$ cat config.mk
export PLATFORM = sky130hd
export DESIGN_NAME = mod_sha256_compress
export DESIGN_NICKNAME = d
export VERILOG_FILES = /design/src/rtl/mod_sha256_compress.sv
export SDC_FILE = /design/constraint.sdc
export NUM_CORES = 2
export LEC_CHECK = 0
export CAP_MARGIN = 20
export CORE_UTILIZATION = 30
export CTS_BUF_LIST = sky130_fd_sc_hd__clkbuf_16
export DETAILED_ROUTE_END_ITERATION = 16
export GPL_ROUTABILITY_DRIVEN = 0
export PLACE_DENSITY_LB_ADDON = 0.1
export SLEW_MARGIN = 20
export SYNTH_ARGS = -nofsm -noshare
export SYNTH_HDL_FRONTEND = slang
export SYNTH_SLANG_ARGS = --single-unit
$ cat constraint.sdc
create_clock -name clk -period 19.3 [get_ports clk]
set_clock_uncertainty 0.05 [all_clocks]
set_input_delay 1.93 -clock clk [delete_from_list [all_inputs] [get_ports clk]]
set_output_delay 1.93 -clock clk [all_outputs]
set_load 0.05 [all_outputs]
$ cat src/rtl/mod_sha256_compress.sv
// SHA-256 compression core: one round per accepted W/K word, 64 rounds per block,
// chaining-value feed-forward registered on entry to FINAL.
module mod_sha256_compress #(
  parameter int unsigned ROUNDS = 64
) (
  input  logic         clk,
  input  logic         rst_n,
  input  logic         start,
  input  logic [0:255] h_in,
  input  logic         w_valid,
  input  logic [0:31]  w_in,
  input  logic [0:31]  k_in,
  output logic         w_ready,
  output logic         busy,
  output logic         done,
  output logic [0:255] h_out
);

  localparam int unsigned CNT_W = $clog2(ROUNDS);
  localparam logic [CNT_W-1:0] LAST_RND = CNT_W'(ROUNDS - 1);

  typedef enum logic [1:0] {IDLE, ROUND, FINAL} state_t;

  state_t              state_q, state_d;
  logic [CNT_W-1:0]    cnt_q, cnt_d;
  logic [7:0][31:0]    wk_q, wk_d;     // working registers, index 0 = a ... 7 = h
  logic [7:0][31:0]    hs_q, hs_d;     // saved chaining value for the feed-forward
  logic [0:255]        h_out_q, h_out_d;
  logic                w_ready_q, w_ready_d;
  logic                busy_q, busy_d;
  logic                done_q, done_d;
  logic [7:0][31:0]    rnd;            // working registers after one round
  logic [31:0]         w_word, k_word;

  function automatic logic [31:0] rotr(input logic [31:0] x, input int unsigned n);
    return (x >> n) | (x << (32 - n));
  endfunction

  // Single SHA-256 round on the current working registers
  always_comb begin
    logic [31:0] a, b, c, d, e, f, g, h;
    logic [31:0] s0, s1, ch, maj, t1, t2;
    w_word = w_in;
    k_word = k_in;
    a = wk_q[0]; b = wk_q[1]; c = wk_q[2]; d = wk_q[3];
    e = wk_q[4]; f = wk_q[5]; g = wk_q[6]; h = wk_q[7];
    s1  = rotr(e, 6) ^ rotr(e, 11) ^ rotr(e, 25);
    s0  = rotr(a, 2) ^ rotr(a, 13) ^ rotr(a, 22);
    ch  = (e & f) ^ (~e & g);
    maj = (a & b) ^ (a & c) ^ (b & c);
    t1  = h + s1 + ch + k_word + w_word;
    t2  = s0 + maj;
    rnd[0] = t1 + t2;
    rnd[1] = a;
    rnd[2] = b;
    rnd[3] = c;
    rnd[4] = d + t1;
    rnd[5] = e;
    rnd[6] = f;
    rnd[7] = g;
  end

  // Next-state, datapath update and registered-output decode
  always_comb begin
    state_d = state_q;
    cnt_d   = cnt_q;
    wk_d    = wk_q;
    hs_d    = hs_q;
    h_out_d = h_out_q;
    case (state_q)
      IDLE: begin
        if (start) begin
          for (int i = 0; i < 8; i++) begin
            wk_d[i] = h_in[32*i +: 32];
            hs_d[i] = h_in[32*i +: 32];
          end
          cnt_d   = '0;
          state_d = ROUND;
        end
      end
      ROUND: begin
        if (w_valid && w_ready_q) begin
          wk_d  = rnd;
          cnt_d = cnt_q + CNT_W'(1);
          if (cnt_q == LAST_RND) begin
            // Feed-forward uses the final round result so H_OUT is valid with DONE
            for (int i = 0; i < 8; i++) begin
              h_out_d[32*i +: 32] = hs_q[i] + rnd[i];
            end
            state_d = FINAL;
          end
        end
      end
      FINAL: begin
        state_d = IDLE;
      end
      default: begin
        state_d = IDLE;
      end
    endcase
    w_ready_d = (state_d == ROUND);
    busy_d    = (state_d == ROUND) || (state_d == FINAL);
    done_d    = (state_d == FINAL);
  end

  // State and output registers
  always_ff @(posedge clk or negedge rst_n) begin
    if (!rst_n) begin
      state_q   <= IDLE;
      cnt_q     <= '0;
      wk_q      <= '0;
      hs_q      <= '0;
      h_out_q   <= '0;
      w_ready_q <= 1'b0;
      busy_q    <= 1'b0;
      done_q    <= 1'b0;
    end else begin
      state_q   <= state_d;
      cnt_q     <= cnt_d;
      wk_q      <= wk_d;
      hs_q      <= hs_d;
      h_out_q   <= h_out_d;
      w_ready_q <= w_ready_d;
      busy_q    <= busy_d;
      done_q    <= done_d;
    end
  end

  assign w_ready = w_ready_q;
  assign busy    = busy_q;
  assign done    = done_q;
  assign h_out   = h_out_q;

endmodule

==> summary.md <==
| Metric | Value |
|---|---|
| Status | `complete, no violations` |
| Synthesized cell area | `51,200 µm²` |
| Area Growth Syn to Fin | `22.1%` |
| Most frequent cells in the layout | `1,650 x nand2_1, 779 x dfrtp_1, 581 x clkdlybuf4s50_1` |
| Tmin final | `10.68 ns` |
| #FFs+latches synth | `779` |
| Slew Viols, Final | `0` |
| Max Fclk | `93.6 MHz` |
| Chip Width | `415 µm` |
| FP Rows | `151` |
| Synth area leader | `dfrtp_1` |
| Die height | `415 µm` |
| Post-synth EDFFs | `0` |
| Max-cap violations | `0` |
| Core box area | `169,000 µm²` |
| CP peak stage delay | `0.63 ns` |
| Worst endpoint required time | `19.81 ns` |
| WL/cell | `25.2 µm` |
| CTS max path bufs | `3` |
| Worst-path clk slew | `0.06 ns` |
| Post-cts resize count | `0` |
| Clk sink count | `779` |
| Cts hold-fix bufs | `0` |
| Synth unique cells | `83` |
| First-pass DRT Iterations | `6` |
| Register area share after synthesis | `38.1%` |
| RSZ-0062 raised after global routing | `false` |
| Commonest non-fill, non-tap cell in the layout | `nand2_1` |
| Clk_lat worst skew | `0.76 ns` |
| Worst min path class | `flip-flop to flip-flop` |
| CTS Buf Count | `100` |
| DP Worst Slack | `7.95 ns` |
| Initial antenna violation count | `23` |
| CTS tree | `done` |
| Post-DP HPWL | `173,000 µm` |
| Largest net degree at the start of global routing | `236` |
| # port buffers | `582` |
| Worst Setup End Kind | `flip-flop` |
| Layout cell share with drive strength beyond 1 | `4.21%` |
| Worst Slack Setup Final | `8.62 ns` |
| Final Hold Vio Count | `0` |
| Die area | `172,000 µm²` |
| Initial drt markers | `3,253` |
| Nets | `7,326` |
| Slew at the pin with the worst max-slew slack | `1.15 ns` |
| Syn_nets | `6,875` |
| Avg Inst Size Synth | `8.44 µm²` |
| Postcts setup bufs | `0` |
| WP data arrival | `11.19 ns` |
| Asr flop ratio synth | `100%` |
| Top FF cell, synth | `dfrtp_1` |
| Slowest cell on crit path | `fa_1` |
| Worst reg2reg setup slack | `9.68 ns` |
| Area share of the largest cell type after synthesis | `38.1%` |
| Post-route ant nets | `0` |
| Root Driver | `clkbuf_16` |
| DR vias/cell | `5.04` |
| Period utilization | `55.3%` |
| Rel. slew slack | `23.5%` |
| Setup TNS | `0 ns` |
| Most used cell, CP | `a21oi_1` |
| Vias in the first global route | `43,841` |
| Area contributors post-synth | `dfrtp_1 38%, nand2_1 12%, ha_1 8.5%` |
| # setup viols final | `0` |
| Worst-path fanout max | `6` |
| Worst Setup Start Kind | `input port` |
| Post-route DRC violation count | `0` |
| First-pass GRT wire length | `318,000 µm` |
| GRT Resource Usage Total | `25.4%` |
| Routed wire length | `223,000 µm` |
| Total gr overflow | `0` |
| I/O pin total | `583` |
| Cells after Synth | `6,070` |
| Yosys warns | `0` |
| Routed vias | `44,471` |
| Crit Path Category | `input port to flip-flop` |
| Starting Density | `30.2%` |
| H-tree depth | `3` |
[critical path: cells and delay by family]
family | cells | cell delay, ns
simple gates | 8 | 1.39
compound gates | 19 | 3.38
fa+ha+maj | 7 | 3.05
buf+inv | 6 | 0.74
xor+xnor | 3 | 0.66
[per-layer routing]
layer / GRT usage, % / vias to the layer above / part of all wire [%]
li1: - / 21253 / -
met1: 31.7 / 21730 / 42
met4: 8.46 / 10 / 3.7
met5: 0 / - / 0.026
met3: 3.13 / 309 / 3.7
met2: 44.9 / 1169 / 50
[metrics by stage]
step	area (µm²)	std cells	utilization, %	hold slack (ns)
3_3_place_gp	59300	8637	35.0	0.403
4_1_cts	62500	8821	36.9	0.426
6_report	62500	8830	36.9	0.424
3_5_place_dp	59300	8637	35.0	0.414
2_1_floorplan	51200	6070	-	0.402
5_1_grt	62500	8828	36.9	0.443
[sequential cells by signal, indices dropped and copies added (netlist names), 2 cells and up]
signal / cells
hs_q: 256
state_q: 2
rnd: 192
wk_q: 64
h_out: 256
cnt_q: 6
[Yosys cell counts, drive strengths merged (6+ instances only)]
| cell | number |
|---|---|
| nand2 | 1652 |
| dfrtp | 779 |
| o21ai | 422 |
| nor2 | 390 |
| ha | 348 |
| inv | 318 |
| clkbuf | 281 |
| xnor2 | 277 |
| a21oi | 265 |
| a31oi | 260 |
| a21o | 178 |
| xor2 | 162 |
| fa | 133 |
| nand2b | 46 |
| nor2b | 46 |
| nand3 | 45 |
| o21bai | 39 |
| o21a | 38 |
| nor3 | 31 |
| o31ai | 31 |
| a211oi | 28 |
| mux2i | 28 |
| and3 | 25 |
| maj3 | 19 |
| mux2 | 19 |
| buf | 18 |
| nand4 | 18 |
| or3 | 15 |
| or2 | 13 |
| o211ai | 11 |
| a2111oi | 9 |
| a211o | 9 |
| a21boi | 9 |
| and2 | 8 |
| a221oi | 7 |
| a31o | 7 |
| nor4 | 7 |
| a41oi | 6 |
| o2111ai | 6 |
[cell families (layout without fill, tap and decap cells)]
group,count (synthesis),in the layout,share of synthesized area [%]
compound gates,1378,1378,16.7
buf+inv,617,1150,4.52
flops,779,779,38.1
other cells,0,9,0
fa+ha+maj,500,500,14.1
simple gates,2309,2309,18.1
xor+xnor,440,440,7.57
mux,47,47,0.965
[path summary, 6_finish.rpt]
path,start,end,cells past startpoint
max,w_in[29],h_out[1]$_DFFE_PN0P_,43
min,h_out[230]$_DFFE_PN0P_,h_out[230]$_DFFE_PN0P_,2
max reg2reg,rnd[173]$_DFFE_PN0P_,h_out[1]$_DFFE_PN0P_,42
min reg2reg,h_out[230]$_DFFE_PN0P_,h_out[230]$_DFFE_PN0P_,2
max in group asynchronous,rst_n,hs_q[30]$_DFFE_PN0P_,5
min in group asynchronous,rst_n,h_out[171]$_DFFE_PN0P_,1
[cell type report]
type | count | area (µm²)
Fill cell | 17383 | 107000
Sequential cell | 779 | 19500
Multi-Input combinational cell | 4674 | 29500
Antenna cell | 9 | 22.5
Inverter | 318 | 1190
Timing Repair Buffer | 648 | 6360
Clock buffer | 101 | 2530
Tap cell | 2218 | 2780
Clock inverter | 83 | 709
Power is not shown: default switching activity piles up to over one toggle a cycle in this logic, so the estimate is an artifact.
